==> src/rtl/ariane_pkg.sv <==
// Shared core types: scoreboard entry, exception record, functional-unit ids, cause codes.
// Sizing here fixes the trans_id width that issue, writeback and commit agree on.
package ariane_pkg;

    localparam int unsigned NR_SB_ENTRIES = 4;
    localparam int unsigned TRANS_ID_BITS = $clog2(NR_SB_ENTRIES);
    localparam int unsigned NR_WB_PORTS   = 3;

    localparam logic [63:0] INSTR_ADDR_MISALIGNED = 64'd0;
    localparam logic [63:0] INSTR_ACCESS_FAULT    = 64'd1;
    localparam logic [63:0] ILLEGAL_INSTR         = 64'd2;
    localparam logic [63:0] BREAKPOINT            = 64'd3;
    localparam logic [63:0] LD_ADDR_MISALIGNED    = 64'd4;
    localparam logic [63:0] LD_ACCESS_FAULT       = 64'd5;
    localparam logic [63:0] ST_ADDR_MISALIGNED    = 64'd6;
    localparam logic [63:0] ST_ACCESS_FAULT       = 64'd7;

    typedef enum logic [3:0] {
        NONE      = 4'd0,
        LOAD      = 4'd1,
        STORE     = 4'd2,
        ALU       = 4'd3,
        CTRL_FLOW = 4'd4,
        MULT      = 4'd5,
        CSR       = 4'd6
    } fu_t;

    typedef struct packed {
        logic [63:0] cause;
        logic [63:0] tval;
        logic        valid;
    } exception;

    typedef struct packed {
        logic [63:0]              pc;
        logic [TRANS_ID_BITS-1:0] trans_id;
        fu_t                      fu;
        logic [6:0]               op;
        logic [4:0]               rs1;
        logic [4:0]               rs2;
        logic [4:0]               rd;
        logic [63:0]              result;
        logic                     valid;
        logic                     use_imm;
        logic                     use_pc;
        exception                 ex;
        logic                     is_compressed;
    } scoreboard_entry;

endpackage

==> src/rtl/scoreboard_fwd_lookup.sv <==
// Youngest-match operand search over the in-flight window, walking from wr_ptr-1 back to rd_ptr.
// Purely combinational; register x0 never hits.
module sb_fwd_lookup #(
    parameter int unsigned NR_ENTRIES = 4,
    parameter int unsigned PTR_W      = 2
) (
    input  logic [NR_ENTRIES-1:0]       i_occupied,
    input  logic [NR_ENTRIES-1:0][4:0]  i_rd,
    input  logic [NR_ENTRIES-1:0]       i_valid,
    input  logic [NR_ENTRIES-1:0][63:0] i_result,
    input  logic [PTR_W-1:0]            i_rd_ptr,
    input  logic [PTR_W-1:0]            i_wr_ptr,
    input  logic [4:0]                  i_rs,
    output logic                        o_hit,
    output logic                        o_valid,
    output logic [63:0]                 o_data
);

    logic [PTR_W-1:0] w_idx;
    logic             w_found;
    logic             w_stop;

    always_comb begin
        o_hit   = 1'b0;
        o_valid = 1'b0;
        o_data  = '0;
        w_idx   = '0;
        w_found = 1'b0;
        w_stop  = 1'b0;
        // First match on the youngest-first walk wins; the walk ends once the head has been visited.
        for (int k = 0; k < int'(NR_ENTRIES); k++) begin
            w_idx = i_wr_ptr - PTR_W'(k + 1);
            if (!w_found && !w_stop && i_occupied[w_idx] &&
                (i_rd[w_idx] == i_rs) && (i_rs != 5'd0)) begin
                w_found = 1'b1;
                o_hit   = 1'b1;
                o_valid = i_valid[w_idx];
                o_data  = i_result[w_idx];
            end
            if (w_idx == i_rd_ptr) begin
                w_stop = 1'b1;
            end
        end
    end

endmodule

==> src/rtl/scoreboard.sv <==
// In-order scoreboard: allocates trans_ids at issue, collects FU writebacks, retires the head in order.
// Issue->commit latency 1 cycle; issue is refused while all entries are in flight (no same-cycle bypass).
module scoreboard
    import ariane_pkg::*;
#(
    parameter int unsigned NR_ENTRIES  = ariane_pkg::NR_SB_ENTRIES,
    parameter int unsigned NR_WB_PORTS = ariane_pkg::NR_WB_PORTS
) (
    input  logic                                     clk_i,
    input  logic                                     rst_ni,
    input  logic                                     flush_i,
    input  scoreboard_entry                          issue_instr_i,
    input  logic                                     issue_valid_i,
    output logic                                     issue_ready_o,
    output logic [TRANS_ID_BITS-1:0]                 issue_trans_id_o,
    input  logic [NR_WB_PORTS-1:0][TRANS_ID_BITS-1:0] wb_trans_id_i,
    input  logic [NR_WB_PORTS-1:0][63:0]             wb_data_i,
    input  exception [NR_WB_PORTS-1:0]               wb_ex_i,
    input  logic [NR_WB_PORTS-1:0]                   wb_valid_i,
    input  logic [4:0]                               rs1_i,
    input  logic [4:0]                               rs2_i,
    output logic                                     rs1_hit_o,
    output logic                                     rs2_hit_o,
    output logic                                     rs1_valid_o,
    output logic                                     rs2_valid_o,
    output logic [63:0]                              rs1_o,
    output logic [63:0]                              rs2_o,
    output scoreboard_entry                          commit_instr_o,
    output logic                                     commit_valid_o,
    input  logic                                     commit_ack_i
);

    localparam int unsigned CNT_W = TRANS_ID_BITS + 1;

    scoreboard_entry [NR_ENTRIES-1:0] r_mem;
    logic [NR_ENTRIES-1:0]            r_occupied;
    logic [TRANS_ID_BITS-1:0]         r_wr_ptr;
    logic [TRANS_ID_BITS-1:0]         r_rd_ptr;
    logic [CNT_W-1:0]                 r_count;

    scoreboard_entry [NR_ENTRIES-1:0] w_mem_d;
    logic [NR_ENTRIES-1:0]            w_occ_d;
    logic [NR_ENTRIES-1:0]            w_wb_taken;
    scoreboard_entry                  w_head;
    logic                             w_issue_fire;
    logic                             w_commit_fire;

    logic [NR_ENTRIES-1:0][4:0]       w_rd;
    logic [NR_ENTRIES-1:0]            w_res_vld;
    logic [NR_ENTRIES-1:0][63:0]      w_res;

    assign w_head           = r_mem[r_rd_ptr];
    assign issue_ready_o    = (r_count != CNT_W'(NR_ENTRIES));
    assign issue_trans_id_o = r_wr_ptr;
    assign commit_valid_o   = r_occupied[r_rd_ptr] & w_head.valid;
    assign commit_instr_o   = w_head;

    // Flush suppresses every other state change in its cycle.
    assign w_issue_fire  = issue_valid_i & issue_ready_o & ~flush_i;
    assign w_commit_fire = commit_valid_o & commit_ack_i & ~flush_i;

    always_comb begin
        w_mem_d    = r_mem;
        w_occ_d    = r_occupied;
        w_wb_taken = '0;
        if (w_issue_fire) begin
            w_mem_d[r_wr_ptr]          = issue_instr_i;
            w_mem_d[r_wr_ptr].trans_id = r_wr_ptr;
            w_mem_d[r_wr_ptr].valid    = issue_instr_i.valid | issue_instr_i.ex.valid;
            w_occ_d[r_wr_ptr]          = 1'b1;
        end
        // Ports scanned low to high; an entry already claimed this cycle keeps the lower port's data.
        for (int p = 0; p < int'(NR_WB_PORTS); p++) begin
            if (!flush_i && wb_valid_i[p] && r_occupied[wb_trans_id_i[p]] &&
                !w_wb_taken[wb_trans_id_i[p]]) begin
                w_wb_taken[wb_trans_id_i[p]]     = 1'b1;
                w_mem_d[wb_trans_id_i[p]].result = wb_data_i[p];
                w_mem_d[wb_trans_id_i[p]].valid  = 1'b1;
                if (wb_ex_i[p].valid) begin
                    w_mem_d[wb_trans_id_i[p]].ex = wb_ex_i[p];
                end
            end
        end
        if (w_commit_fire) begin
            w_occ_d[r_rd_ptr] = 1'b0;
        end
        if (flush_i) begin
            w_occ_d = '0;
        end
    end

    always_ff @(posedge clk_i or negedge rst_ni) begin
        if (!rst_ni) begin
            r_mem      <= '0;
            r_occupied <= '0;
        end else begin
            r_mem      <= w_mem_d;
            r_occupied <= w_occ_d;
        end
    end

    always_ff @(posedge clk_i or negedge rst_ni) begin
        if (!rst_ni) begin
            r_wr_ptr <= '0;
            r_rd_ptr <= '0;
            r_count  <= '0;
        end else if (flush_i) begin
            r_wr_ptr <= '0;
            r_rd_ptr <= '0;
            r_count  <= '0;
        end else begin
            if (w_issue_fire) begin
                r_wr_ptr <= r_wr_ptr + TRANS_ID_BITS'(1);
            end
            if (w_commit_fire) begin
                r_rd_ptr <= r_rd_ptr + TRANS_ID_BITS'(1);
            end
            case ({w_issue_fire, w_commit_fire})
                2'b10:   r_count <= r_count + CNT_W'(1);
                2'b01:   r_count <= r_count - CNT_W'(1);
                default: r_count <= r_count;
            endcase
        end
    end

    always_comb begin
        for (int k = 0; k < int'(NR_ENTRIES); k++) begin
            w_rd[k]      = r_mem[k].rd;
            w_res_vld[k] = r_mem[k].valid;
            w_res[k]     = r_mem[k].result;
        end
    end

    sb_fwd_lookup #(
        .NR_ENTRIES (NR_ENTRIES),
        .PTR_W      (TRANS_ID_BITS)
    ) u_fwd_rs1 (
        .i_occupied (r_occupied),
        .i_rd       (w_rd),
        .i_valid    (w_res_vld),
        .i_result   (w_res),
        .i_rd_ptr   (r_rd_ptr),
        .i_wr_ptr   (r_wr_ptr),
        .i_rs       (rs1_i),
        .o_hit      (rs1_hit_o),
        .o_valid    (rs1_valid_o),
        .o_data     (rs1_o)
    );

    sb_fwd_lookup #(
        .NR_ENTRIES (NR_ENTRIES),
        .PTR_W      (TRANS_ID_BITS)
    ) u_fwd_rs2 (
        .i_occupied (r_occupied),
        .i_rd       (w_rd),
        .i_valid    (w_res_vld),
        .i_result   (w_res),
        .i_rd_ptr   (r_rd_ptr),
        .i_wr_ptr   (r_wr_ptr),
        .i_rs       (rs2_i),
        .o_hit      (rs2_hit_o),
        .o_valid    (rs2_valid_o),
        .o_data     (rs2_o)
    );

endmodule

==> config.mk <==
export PLATFORM = sky130hd
export DESIGN_NAME = scoreboard
export DESIGN_NICKNAME = d
export VERILOG_FILES = /design/src/rtl/ariane_pkg.sv /design/src/rtl/scoreboard_fwd_lookup.sv /design/src/rtl/scoreboard.sv
export SDC_FILE = /design/constraint.sdc
export NUM_CORES = 2
export LEC_CHECK = 0
export BUFFER_PORTS_ARGS = -buffer_cell sky130_fd_sc_hd__buf_4
export CAP_MARGIN = 5
export CELL_PAD_IN_SITES_DETAIL_PLACEMENT = 1
export CELL_PAD_IN_SITES_GLOBAL_PLACEMENT = 1
export CORE_AREA = 2 2 516 518
export CTS_CLUSTER_SIZE = 16
export DETAILED_ROUTE_END_ITERATION = 8
export DIE_AREA = 0 0 518 520
export GPL_TIMING_DRIVEN = 0
export PLACE_DENSITY_LB_ADDON = 0.1
export SETUP_SLACK_MARGIN = 0.4
export SLEW_MARGIN = 20
export SYNTH_ARGS = -nofsm -noshare
export SYNTH_HDL_FRONTEND = slang
export SYNTH_SLANG_ARGS = --single-unit
==> constraint.sdc <==
create_clock -name clk_i -period 5 [get_ports clk_i]
set_input_delay 0.25 -clock clk_i [delete_from_list [all_inputs] [get_ports clk_i]]
set_output_delay 0.25 -clock clk_i [all_outputs]
set_load 0.02 [all_outputs]
==> reports/metrics.csv <==
metric;value;unit
outcome;finished with violations;
violated checks;negative setup slack;
final-report hold violation count;0;
area of placed instances;0.0969;mm2
total power after layout;0.0557;W
Die Area;0.269;mm2
Setup Viol. Count Final;130;
Arr. time, crit path;5.21;ns
class of the tightest hold or removal check;input pin to async pin;
IR Drop Worst-Case VDD;386;uV
Max Cap Viol;0;
kind of cell adding the most delay to the critical path;buffers and inverters;
NumNets Final;12500;
Net Count, Synth;9655;
total CTS buffers;158;
Synth Instances;8754;
via count normalized by instance count;6.28;
crit-path max FO;6;
half-perimeter wire length after detailed placement;430;mm
antenna violations before repair;235;
worst slew pin tran;1.31;ns
largest net degree at the start of global routing;141;
crit path kind;register to primary output;
unrepaired setup endpoints after global routing;true;
normalized max-slew margin;0.124;
Cell Area, Synth;0.0818;mm2
Remaining DRCs;0;
worst skew pair latency;0.87;ns
top flip-flop cell by instance count after synthesis;sky130_fd_sc_hd__dfrtp_1;
kind of launch point of the worst setup path;register;
total via count in the routed design;96600;
endpoint type of the worst setup path;primary output;
global route overflow;0;
EDFF count, synth;0;
final worst setup slack;-0.457;ns
register clock-pin slew on the reported worst setup and hold paths;0.06;ns
global-route wire length before repair;808;mm
static leakage;53.1;nW
number of core rows;189;
cell area after layout;0.119;mm2
synthesis-to-layout area growth;45.7;%
Starting Density;0.310;
num ports;1317;
area of the core;0.264;mm2
Achievable Freq;183;MHz
Setup TNS;-46.45;ns
hold slack;0.0356;ns
proportion of synthesized flip-flops having asynchronous set or reset;1.00;
detailed-route wire length;590;mm
total power divided by cell area;468;mW/mm2
buffer cell driving the clock tree root;sky130_fd_sc_hd__clkbuf_16;
flops & latches, synth;1167;
mean instance size in the synthesized netlist;9.34;um2
count of clock tree sinks;1167;
post-detailed-route count of antenna-violating nets;0;
die width;518;um
minimum period implied by the final worst setup slack;5.46;ns
final weighted congestion of routability-driven global placement;1.01;
sequential-to-total area share from yosys stat;0.357;
layout cells sized above 1;0.262;
GR Util All Layers;0.422;
count of port buffers added during placement;1303;
height of the chip;520;um
crit share post-route;1.09;
clock skew after layout;0.0528;ns
yosys warns;0;
Buffers & Inverters on Critical Path;15;
1st-pass router iterations;7;
cells along the critical path;buf_8 > buf_12 > buf_12 > buf_12 > buf_12 > buf_12 > clkinvlp_4 > clkbuf_16 > clkbuf_16 > ha_4 > buf_6 > mux4_2 > xor2_2 > nor4_4 > and2_4 > buf_12 > nor4_4 > buf_6 > buf_12 > buf_12 > a221o_2 > buf_6;
CTS tree;yes;
unique cell type count in the Yosys netlist;64;
cell with the largest stage delay on the worst path;sky130_fd_sc_hd__a221o_2;
routed wire length per instance;38.3;um
max-slew violations;0;
number of global-route vias before repair;99200;
Slowest Stage Delay on Critical Path;0.45;ns
DRT iter0 DRCs;11100;
largest buffer count on any clock path;3;
Max H-tree Level;4;
cell occurring most often along the worst timing path;sky130_fd_sc_hd__buf_12;
data required time of the worst path;4.75;ns
-- synth_stat cells, types with 18 or more instances --
library cell	number	share of area
sky130_fd_sc_hd__o41ai_1	25	0.0027
sky130_fd_sc_hd__or3_1	18	0.0014
sky130_fd_sc_hd__a31oi_1	512	0.039
sky130_fd_sc_hd__nand3_1	225	0.014
sky130_fd_sc_hd__mux2i_1	608	0.074
sky130_fd_sc_hd__nand2_1	1611	0.074
sky130_fd_sc_hd__buf_2	118	0.0072
sky130_fd_sc_hd__o21ai_0	58	0.0035
sky130_fd_sc_hd__mux4_2	555	0.15
sky130_fd_sc_hd__a221o_1	59	0.0072
sky130_fd_sc_hd__and3_1	28	0.0021
sky130_fd_sc_hd__o211ai_1	513	0.047
sky130_fd_sc_hd__and2_1	21	0.0016
sky130_fd_sc_hd__a211oi_1	196	0.018
sky130_fd_sc_hd__mux2_2	305	0.042
sky130_fd_sc_hd__dfrtp_1	1167	0.36
sky130_fd_sc_hd__xnor2_1	35	0.0037
sky130_fd_sc_hd__nor3_1	21	0.0013
sky130_fd_sc_hd__buf_1	114	0.0052
sky130_fd_sc_hd__nor2_1	1038	0.048
sky130_fd_sc_hd__o2bb2ai_1	48	0.0051
sky130_fd_sc_hd__a221oi_1	112	0.012
sky130_fd_sc_hd__a21oi_1	518	0.032
sky130_fd_sc_hd__clkbuf_1	654	0.030
-- report_power, final --
group / switching (W) / internal, W
clock network: 0.00526 / 0.00683
logic: 0.0126 / 0.0127
registers: 0.00487 / 0.0134
total: 0.0227 / 0.0329
-- stage by stage --
step | std cells | setup slack (ns) | utilization
after floorplan | 8754 | 0.405 | -
after global placement | 13600 | -13.64 | 0.364
after detailed placement | 13600 | -2.12 | 0.367
after CTS | 15200 | -0.417 | 0.446
after global routing | 15300 | -0.497 | 0.451
final | 15400 | -0.457 | 0.451
-- placed cells by master (no fill, tap or decap), types with 150 or more instances in the layout --
cell                            netlist  layout
sky130_fd_sc_hd__nand2_1           1611    1608
sky130_fd_sc_hd__buf_4               13    1240
sky130_fd_sc_hd__dlygate4sd3_1        0    1227
sky130_fd_sc_hd__dfrtp_1           1167    1166
sky130_fd_sc_hd__nor2_1            1038    1037
sky130_fd_sc_hd__mux2i_1            608     603
sky130_fd_sc_hd__mux4_2             555     555
sky130_fd_sc_hd__clkbuf_1           654     520
sky130_fd_sc_hd__a21oi_1            518     518
sky130_fd_sc_hd__o211ai_1           513     513
sky130_fd_sc_hd__a31oi_1            512     512
sky130_fd_sc_hd__mux2_2             305     298
sky130_fd_sc_hd__nand3_1            225     223
sky130_fd_sc_hd__a211oi_1           196     195
sky130_fd_sc_hd__diode_2              0     173
sky130_fd_sc_hd__clkbuf_16            0     167
sky130_fd_sc_hd__buf_6                4     154
sky130_fd_sc_hd__clkbuf_2             0     150
-- cell families after synthesis --
| group | synth area share |
|---|---|
| xor gates and xnor gates | 0.00461 |
| adders and majority gates | 0.00147 |
| DFF | 0.357 |
| and+or+nand+nor | 0.149 |
| buffers and inverters | 0.0450 |
| AOI/OAI and AO/OA | 0.174 |
| muxes | 0.269 |
-- final cells by class --
cell class / count / area (um2)
buffer: 903 / 4590
sequential: 1167 / 29200
clock buffer: 227 / 4550
timing repair buffer: 2649 / 24300
tap: 3533 / 4420
multi-input combinational: 6667 / 50700
clock inverter: 52 / 845
inverter: 17 / 67.6
antenna: 173 / 433
fill: 29900 / 145000
-- layer usage --
metal | global-route usage | vias up | share of wire | wire [um]
li1 | - | 38400 | - | -
met1 | 0.511 | 49900 | 0.38 | 222000
met2 | 0.650 | 6373 | 0.44 | 261000
met3 | 0.124 | 1744 | 0.10 | 59400
met4 | 0.285 | 112 | 0.081 | 47500
met5 | 0 | - | 0.0012 | 720
-- path summary, 6_finish.rpt --
check	cells after the start	slack (ns)	startpoint	end
worst max-delay path	22	-0.46	issue_trans_id_o[0]$_DFFE_PN0P_	rs2_o[9]
worst min-delay path	2	0.04	rst_ni	async pin
worst max register to register	7	0.38	r_occupied[1]$_DFF_PN0_	r_mem[422]$_DFF_PN0_
worst min register to register	2	0.47	register	register
max in group asynchronous	6	2.07	rst_ni	r_mem[942]$_DFF_PN0_
min in group clk_i	5	0.07	issue_instr_i[152]	r_mem[152]$_DFF_PN0_
-- timing repair --
item | in CTS | in global routing
hold buffers | 1227 | 0
pin swaps | 84 | 53
buffers inserted | 56 | 25
endpoints found under the hold margin | 1280 | 0
cloned | 4 | 7
setup endpoints to repair | 1027 | 533
gates resized for setup | 555 | 218
(Power assumes the default switching activity.)
